[src/rtl/button_event_decoder_mc.sv]
// Multi-channel button decoder: synchronise, debounce and classify each press as
// press/release/short/long/auto-repeat strobes on a shared millisecond time base.
module button_event_decoder_mc #(
  parameter int unsigned CLK_HZ      = 100000000,
  parameter int unsigned NUM_BTN     = 4,
  parameter int unsigned ACTIVE_LOW  = 1,
  parameter int unsigned DEBOUNCE_MS = 20,
  parameter int unsigned SHORT_MS    = 50,
  parameter int unsigned LONG_MS     = 300,
  parameter int unsigned REPEAT_MS   = 100
) (
  input  logic               clk,
  input  logic               rstn,
  input  logic [NUM_BTN-1:0] btn_in,
  output logic [NUM_BTN-1:0] btn_level,
  output logic [NUM_BTN-1:0] evt_press,
  output logic [NUM_BTN-1:0] evt_release,
  output logic [NUM_BTN-1:0] evt_short,
  output logic [NUM_BTN-1:0] evt_long,
  output logic [NUM_BTN-1:0] evt_repeat
);

  localparam int unsigned MS_DIV = CLK_HZ / 1000;
  localparam int unsigned PW     = (MS_DIV > 1) ? $clog2(MS_DIV) : 1;
  localparam int unsigned DBW    = 8;
  localparam int unsigned HW     = 16;
  localparam logic [NUM_BTN-1:0] REL_LVL = (ACTIVE_LOW != 0) ? '1 : '0;

  if (CLK_HZ < 1000) begin : g_bad_clk
    $error("button_event_decoder_mc: CLK_HZ must be >= 1000");
  end
  if (SHORT_MS >= LONG_MS) begin : g_bad_short
    $error("button_event_decoder_mc: SHORT_MS must be < LONG_MS");
  end
  if (NUM_BTN < 1 || NUM_BTN > 16) begin : g_bad_num
    $error("button_event_decoder_mc: NUM_BTN must be in 1..16");
  end

  typedef enum logic [1:0] {IDLE, HELD, LONG} state_e;

  logic [PW-1:0]      div_q, div_d;
  logic               tick_q, tick_d;
  logic               fsm_tick_q, fsm_tick_d;
  logic [NUM_BTN-1:0] sync1_q, sync1_d, sync2_q, sync2_d;
  logic [NUM_BTN-1:0] s;

  // Shared ms prescaler and 2-FF synchroniser; the FSMs run one cycle behind the
  // debouncer, so they see a one-cycle-delayed tick that lines up with db edges.
  always_comb begin
    div_d      = div_q + PW'(1);
    tick_d     = 1'b0;
    fsm_tick_d = tick_q;
    if (div_q == PW'(MS_DIV - 1)) begin
      div_d  = '0;
      tick_d = 1'b1;
    end
    sync1_d = btn_in;
    sync2_d = sync1_q;
    s       = (ACTIVE_LOW != 0) ? ~sync2_q : sync2_q;
  end

  always_ff @(posedge clk or negedge rstn) begin
    if (!rstn) begin
      div_q      <= '0;
      tick_q     <= 1'b0;
      fsm_tick_q <= 1'b0;
      sync1_q    <= REL_LVL;
      sync2_q    <= REL_LVL;
    end else begin
      div_q      <= div_d;
      tick_q     <= tick_d;
      fsm_tick_q <= fsm_tick_d;
      sync1_q    <= sync1_d;
      sync2_q    <= sync2_d;
    end
  end

  for (genvar i = 0; i < NUM_BTN; i++) begin : g_ch
    logic [DBW-1:0] db_cnt_q, db_cnt_d;
    logic           db_q, db_d;
    logic           lvl_q, lvl_d;
    state_e         state_q, state_d;
    logic [HW-1:0]  hold_q, hold_d;
    logic [HW-1:0]  rep_q, rep_d;
    logic           press_q, press_d, rel_q, rel_d, short_q, short_d;
    logic           long_q, long_d, rpt_q, rpt_d;
    logic           rise, fall;

    // Debounce: accept a new level once it has survived DEBOUNCE_MS full ticks.
    always_comb begin
      db_d     = db_q;
      db_cnt_d = db_cnt_q;
      if (s[i] == db_q) begin
        db_cnt_d = '0;
      end else if (tick_q) begin
        if (db_cnt_q == DBW'(DEBOUNCE_MS)) begin
          db_d     = s[i];
          db_cnt_d = '0;
        end else begin
          db_cnt_d = db_cnt_q + DBW'(1);
        end
      end
    end

    // Press classifier; a release always takes priority over long/repeat.
    always_comb begin
      state_d = state_q;
      hold_d  = hold_q;
      rep_d   = rep_q;
      lvl_d   = db_q;
      press_d = 1'b0;
      rel_d   = 1'b0;
      short_d = 1'b0;
      long_d  = 1'b0;
      rpt_d   = 1'b0;
      rise    = db_q & ~lvl_q;
      fall    = ~db_q & lvl_q;
      case (state_q)
        IDLE: begin
          if (rise) begin
            press_d = 1'b1;
            hold_d  = '0;
            state_d = HELD;
          end
        end
        HELD: begin
          if (fall) begin
            rel_d   = 1'b1;
            short_d = (hold_q >= HW'(SHORT_MS));
            state_d = IDLE;
          end else if (fsm_tick_q) begin
            hold_d = hold_q + HW'(1);
            if (hold_q + HW'(1) == HW'(LONG_MS)) begin
              long_d  = 1'b1;
              rep_d   = '0;
              state_d = LONG;
            end
          end
        end
        LONG: begin
          if (fall) begin
            rel_d   = 1'b1;
            state_d = IDLE;
          end else if (fsm_tick_q && (REPEAT_MS != 0)) begin
            if (rep_q + HW'(1) == HW'(REPEAT_MS)) begin
              rpt_d = 1'b1;
              rep_d = '0;
            end else begin
              rep_d = rep_q + HW'(1);
            end
          end
        end
        default: state_d = IDLE;
      endcase
    end

    always_ff @(posedge clk or negedge rstn) begin
      if (!rstn) begin
        db_cnt_q <= '0;
        db_q     <= 1'b0;
        lvl_q    <= 1'b0;
        state_q  <= IDLE;
        hold_q   <= '0;
        rep_q    <= '0;
        press_q  <= 1'b0;
        rel_q    <= 1'b0;
        short_q  <= 1'b0;
        long_q   <= 1'b0;
        rpt_q    <= 1'b0;
      end else begin
        db_cnt_q <= db_cnt_d;
        db_q     <= db_d;
        lvl_q    <= lvl_d;
        state_q  <= state_d;
        hold_q   <= hold_d;
        rep_q    <= rep_d;
        press_q  <= press_d;
        rel_q    <= rel_d;
        short_q  <= short_d;
        long_q   <= long_d;
        rpt_q    <= rpt_d;
      end
    end

    assign btn_level[i]   = lvl_q;
    assign evt_press[i]   = press_q;
    assign evt_release[i] = rel_q;
    assign evt_short[i]   = short_q;
    assign evt_long[i]    = long_q;
    assign evt_repeat[i]  = rpt_q;
  end

endmodule
[config.mk]
export PLATFORM = sky130hd
export DESIGN_NAME = button_event_decoder_mc
export DESIGN_NICKNAME = d
export VERILOG_FILES = /design/src/rtl/button_event_decoder_mc.sv
export SDC_FILE = /design/constraint.sdc
export NUM_CORES = 1
export LEC_CHECK = 0
export ABC_AREA = 0
export ABC_CLOCK_PERIOD_IN_PS = 7500
export BUFFER_PORTS_ARGS = -buffer_cell sky130_fd_sc_hd__buf_2
export CORE_MARGIN = 1
export CORE_UTILIZATION = 65
export CTS_CLUSTER_DIAMETER = 120
export DETAILED_ROUTE_END_ITERATION = 8
export PLACE_DENSITY = 0.92
export SYNTH_ARGS = -nofsm -noshare
export SYNTH_HDL_FRONTEND = slang
export SYNTH_SLANG_ARGS = --single-unit
[constraint.sdc]
create_clock -name clk -period 7.5 [get_ports clk]
set_clock_uncertainty 0.1 [all_clocks]
set_input_delay 0.75 -clock clk [delete_from_list [all_inputs] [get_ports clk]]
set_output_delay 0.75 -clock clk [all_outputs]
set_load 0.03 [all_outputs]
==> results of run 1 <==
==> synthesized netlist by cell type, types with 8 or more instances <==
library cell / instances / share of area
buf_2: 21 / 0.0077
a31oi_1: 9 / 0.0041
a21o_1: 12 / 0.0066
o41ai_1: 12 / 0.0077
nand2b_1: 30 / 0.014
dfrtp_1: 215 / 0.39
ha_1: 37 / 0.034
a211o_1: 8 / 0.0051
dfstp_2: 8 / 0.015
nor3_1: 50 / 0.018
or4_1: 15 / 0.0082
nand2_1: 145 / 0.040
a22oi_1: 14 / 0.0077
and2_1: 14 / 0.0064
or2_2: 11 / 0.0050
a21oi_1: 42 / 0.015
o31ai_1: 43 / 0.024
o22ai_1: 17 / 0.0078
o21ai_0: 151 / 0.055
or3_1: 13 / 0.0059
nor4_1: 23 / 0.010
nand3_1: 108 / 0.039
nand4_1: 49 / 0.022
nor2_1: 94 / 0.026
clkbuf_1: 57 / 0.016
xor2_1: 18 / 0.012
buf_4: 24 / 0.013
a22o_1: 38 / 0.024
nor2b_1: 13 / 0.0059
inv_1: 72 / 0.020
and3_1: 33 / 0.015
xnor2_1: 18 / 0.012
mux2i_1: 20 / 0.015
==> worst max-delay path, stage by stage (launching register included) <==
cell and delay [ns]:
dfrtp_1 0.41, ha_1 0.23, nand3_1 0.16, nor3_1 0.47, mux2i_1 0.33, and3b_1 0.20
a31oi_1 0.84, a22oi_1 0.18, mux2i_1 0.23
==> layout make-up <==
class / count / area, µm² / area share
inverters: 73 / 274 / 0.0188
clock buffers: 33 / 686 / 0.0471
well taps: 270 / 338 / 0.0232
multi-input cells: 1163 / 7300 / 0.502
repair buffers: 34 / 193 / 0.0132
flip-flops and latches: 223 / 5590 / 0.384
clock inverters: 12 / 165 / 0.0114
==> flip-flops by register name, summed over array words and instances, names as in the netlist, 8 cells and up <==
signal	flops
g_ch.hold_q	64
g_ch.rep_q	64
g_ch.db_cnt_q	32
div_q	17
g_ch.state_q	8
==> power by group <==
| part | internal, mW | switching [mW] | total, mW |
|---|---|---|---|
| Combinational | 0.00325 | 0.0258 | 0.0290 |
| Clock | 0.778 | 0.486 | 1.26 |
| Sequential | 1.21 | 0.00155 | 1.21 |
| Total | 1.99 | 0.513 | 2.50 |
==> cell families (layout without fill, tap and decap cells) <==
kind of cell | Yosys count | count (layout)
AO/OA/AOI/OAI | 405 | 405
buffers and inverters | 183 | 152
flip-flops | 223 | 223
multiplexers | 27 | 27
adder cells (fa/ha/maj) | 39 | 39
AND/OR/NAND/NOR | 656 | 656
XOR/XNOR | 36 | 36
==> routing by layer <==
layer  wire length, µm  part of all wire  track usage
met3              1700             0.058       0.0326
met1             13000              0.44        0.383
met4               728             0.025       0.0918
met5                 0                 0            0
met2             14100              0.48        0.446
==> through the flow <==
stage / hold slack (ns) / util
2_1_floorplan: 0.245 / -
3_3_place_gp: 0.246 / 0.671
3_5_place_dp: 0.249 / 0.671
4_1_cts: 0.214 / 0.712
5_1_grt: 0.225 / 0.712
6_report: 0.199 / 0.712
==> worst min-delay path by stage <==
stage | start | endpoint
finish | rstn | g_ch[3].hold_q[14]
global route | btn_in[1] | sync1_q[1]
CTS | btn_in[1] | sync1_q[1]
detailed placement | sync1_q[1] | sync2_q[1]
global placement | sync1_q[1] | sync2_q[1]
floorplan | sync1_q[0] | sync2_q[0]
==> results_dict.tcl, run 1 <==
set metrics [dict create \
    status "completed" \
    synth_compound_area_frac 0.197 \
    max_clock_freq_ghz 0.309 \
    vias_per_cell 6.52 \
    maxCapViolations 0 \
    drtAntennaViolNets 0 \
    synth_top_family_by_area "simple AND/OR/NAND/NOR gates" \
    cts_max_path_buffers 3 \
    synthDistinctLibCells 92 \
    firstDrtPassIters 5 \
    layout_commonest_cell "dfrtp_1" \
    cts_made_buffers 25 \
    io_pins 30 \
    wl_per_cell_um 16.3 \
    synth.avg_cell_area_um2 8.74 \
    reg2reg_slack_ns 4.27 \
    initial_core_util 0.671 \
    critPathArrivalTime_ns 3.56 \
    yosysWarnings 0 \
    syn_nets 1612 \
    dp_hpwl_mm 19.2 \
    cp.required_ns 7.83 \
    final_cell_mix "dfrtp_1 (215), o21ai_0 (151), nand2_1 (145)" \
    fin_cells 1808 \
    clockRootBuffer "clkbuf_16" \
    cp-start-kind "register" \
    leakage_nw 6.08 \
    place_area_um2 13700 \
    grt-ovfl-total 0 \
    p_per_area_nw_per_um2 172 \
    ctsHoldBuffers 0 \
    layout.nets 1563 \
    grt_pass1_vias 10800 \
    endpoint "g_ch[1].rep_q[4]" \
    insertion_delay_ns 0.52 \
    setup_viol 0 \
    antenna_found_initial 0 \
    hold_viol 0 \
    synth-xor-area-share 0.0230 \
    ir_drop_uv 144 \
    slew_viol_final 0 \
    cts.reportedPaths.clkPinSlew_ns 0.06 \
    post-cts-setup-buffers 0 \
    netlist_instances 1569 \
    finalCritPeriodShare 0.431 \
    synth_edf_count 0 \
    drc 0 \
    wirelength_mm 29.5 \
    syn2layout_area_growth_pct 6.14 \
    setup_ws_ns 4.27 \
    die_x_um 147 \
    ys_ff_latch 223 \
    worstHoldPathType "primary input to async pin" \
    finalPower_mw 2.50 \
    synthMuxAreaShare 0.0204 \
    rsz0062_at_grt "no" \
    path_class "register to register" \
    slew_headroom 0.236 \
    startpoint "g_ch[1].rep_q[0]" \
    clock-sinks 223 \
    grt_max_degree 111 \
    fin_crit_ns 3.23 \
    cp_max_fo 13 \
    core_area_um2 20400 \
    gp_congestion 0.945 \
    antenna_cells 0 \
    synth-simple-area-share 0.257 \
    synth_area_um2 13700 \
    endpoint_kind "register" \
    synthAdderAreaFrac 0.0352 \
    ctsResizeCount 0 \
    io_buffer_count 29 \
    tns_ns 0 \
    grt_pass1_wl_mm 50.5 \
    dp.cells 1763 \
    tightestPinTransition_ns 1.14 \
    fin_area_um2 14500 \
    dieArea_um2 21700 \
    grt_usage 0.275 \
    drtIter0Drc 1057 \
    rr_startpoint "g_ch[1].rep_q[0]" \
    vias 11800 \
    drive_gt1_frac 0.0858 \
    async_flop_share 1.00 \
    die_h_um 147 \
    reg2reg_to "g_ch[1].rep_q[4]" \
    place_ws_ns 4.34 \
    ys.flop_type "dfrtp_1" \
    ff2ff_path_depth 8 \
    h-tree-depth 1 \
    cts_tree "yes" \
    nFillCells 1485 \
    rows 52 \
    ys_seq_area_frac 0.408 \
]
(Power assumes the default switching activity.)
==> run 2: changes to the inputs <==
- ABC_CLOCK_PERIOD_IN_PS: 7500 -> 3300
- CORE_UTILIZATION: 65 -> 64
- PLACE_DENSITY: 0.92 -> 0.91
- clock period: 7.5 -> 3.3 ns (I/O delays scaled with it)
==> run 2 against run 1 <==
Effect of this change:
- non-clock buffer count increased by 24
- largest cell class unchanged
- count of clock-buffer cells in the layout decreased by 1
- die area increased by 1.5%
- routed wire length increased by 2.4%
- critical path type unchanged
- sequential power increased by 130%
==> results_dict.tcl, run 2 (synthesized netlist as in run 1, its figures left out) <==
set metrics [dict create \
    initial_core_util 0.652 \
    nFillCells 1496 \
    maxCapViolations 0 \
    grt-ovfl-total 0 \
    fin_cells 1837 \
    core_area_um2 21000 \
    firstDrtPassIters 6 \
    busiest_layer "met2" \
    status "completed" \
    wirelength_mm 30.2 \
    vias 12000 \
    io_pins 30 \
    setup_viol 0 \
    grt_max_degree 81 \
    clock-sinks 223 \
    layout.nets 1587 \
    worstHoldPathCells 0 \
    gp_congestion 0.910 \
    dp_hpwl_mm 19.9 \
    grt_util_met1 0.371 \
    io_buffer_count 29 \
    cts_max_path_buffers 3 \
    grt_pass1_vias 11200 \
    final_cell_mix "dfrtp_1 (213), o21ai_0 (151), nand2_1 (145)" \
    gr-usage-met2 0.462 \
    antenna_cells 0 \
    vias_per_cell 6.53 \
    grt_usage 0.278 \
    finalPower_mw 5.91 \
    wl_per_cell_um 16.4 \
    layout_commonest_cell "dfrtp_1" \
    die_h_um 148 \
    max_clock_freq_ghz 0.326 \
    critPathArrivalTime_ns 3.37 \
    worstHoldPathType "register to register" \
    grt_pass1_wl_mm 51.4 \
    cp_max_fo 16 \
    slew_headroom 0.491 \
    drtIter0Drc 1038 \
    dp.cells 1787 \
    cts_made_buffers 25 \
    cts_tree "yes" \
    drive_gt1_frac 0.102 \
    h-tree-depth 1 \
    cts.reportedPaths.clkPinSlew_ns 0.06 \
    largestRegisters "g_ch.hold_q x64, g_ch.rep_q x64, g_ch.db_cnt_q x32" \
    dieArea_um2 22000 \
    ff2ff_path_depth 9 \
    cp-start-kind "register" \
    clockRootBuffer "clkbuf_16" \
    rows 53 \
    p_per_area_nw_per_um2 398 \
    use_met3 0.0334 \
    antenna_found_initial 0 \
    finalCritPeriodShare 0.930 \
    fin_crit_ns 3.07 \
    slew_viol_final 0 \
    cp.required_ns 3.60 \
    insertion_delay_ns 0.53 \
    drtAntennaViolNets 0 \
    tns_ns 0 \
    leakage_nw 6.22 \
    endpoint_kind "register" \
    drc 0 \
    post-cts-setup-buffers 0 \
    syn2layout_area_growth_pct 8.34 \
    path_class "register to register" \
    tightestPinTransition_ns 0.764 \
    ir_drop_uv 379 \
    hold_viol 0 \
    die_x_um 148 \
]
[run 2: cell count changes in the layout (fill, tap and decap cells not counted), moves of 2 or more]
cell	change
dfrtp_2	+2
dfrtp_1	-2
buf_4	+18
clkinv_2	-2
dlygate4sd3_1	+5
clkbuf_1	-2
bufinv_16	+2
[run 2: metal layers]
layer / up-vias / share of wire / wire [µm]
met5: - / 0 / 0
met4: 0 / 0.025 / 762
met3: 83 / 0.056 / 1700
met2: 424 / 0.48 / 14400
met1: 5798 / 0.44 / 13300
li1: 5695 / - / -
[run 2: path summary, 6_finish.rpt]
path | start | endpoint | slack [ns]
setup reg to reg | g_ch[0].hold_q[0] | g_ch[0].rep_q[2] | 0.23
max in group asynchronous | rstn | sync2_q[2] | 2.00
hold / removal | sync1_q[0] | sync2_q[0] | 0.26
min in group asynchronous | rstn | g_ch[3].hold_q[9] | 0.27
hold reg to reg | sync1_q[0] | sync2_q[0] | 0.26
setup / recovery | g_ch[0].hold_q[0] | g_ch[0].rep_q[2] | 0.23
[run 2: metrics by stage]
step | setup slack (ns) | util | cell area, µm² | hold slack (ns)
finish | 0.232 | 0.706 | 14900 | 0.257
global route | -0.000590 | 0.706 | 14900 | 0.262
CTS | 0.153 | 0.705 | 14800 | 0.260
detailed placement | 0.169 | 0.659 | 13900 | 0.247
global placement | 0.343 | 0.659 | 13900 | 0.246
floorplan | 0.636 | - | 13700 | -0.0656
[run 2: power breakdown]
| part | switching [mW] | leakage, nW | total (mW) | internal, mW |
|---|---|---|---|---|
| logic | 0.0608 | 2.71 | 0.0759 | 0.0151 |
| clock network | 1.15 | 0.445 | 3.09 | 1.95 |
| registers | 0.00326 | 3.07 | 2.75 | 2.74 |
| total | 1.21 | 6.22 | 5.91 | 4.71 |
[run 2: repair_timing]
action	in CTS	in global routing
hold buffers	5	0
setup endpoints to repair	0	23
endpoints found under the hold margin	79	0
resized for setup	0	8
[run 2: worst max-delay path, stage by stage (launching register included)]
cell      delay, ns
dfrtp_1        0.52
ha_1           0.28
nand3_1        0.16
nor3_1         0.39
a2111o_1       0.22
nand2_1        0.11
a41oi_4        0.53
nor3b_2        0.14
buf_4          0.19
a221o_1        0.30
[run 2: cell type report]
class                   count  area [µm²]  share of cell area
repair buffers             58         398              0.0268
inverters                  73         274              0.0185
flip-flops and latches    223        5590               0.377
clock buffers              32         692              0.0466
multi-input cells        1163        7330               0.493
well taps                 275         344              0.0232
clock inverters            13         224              0.0151
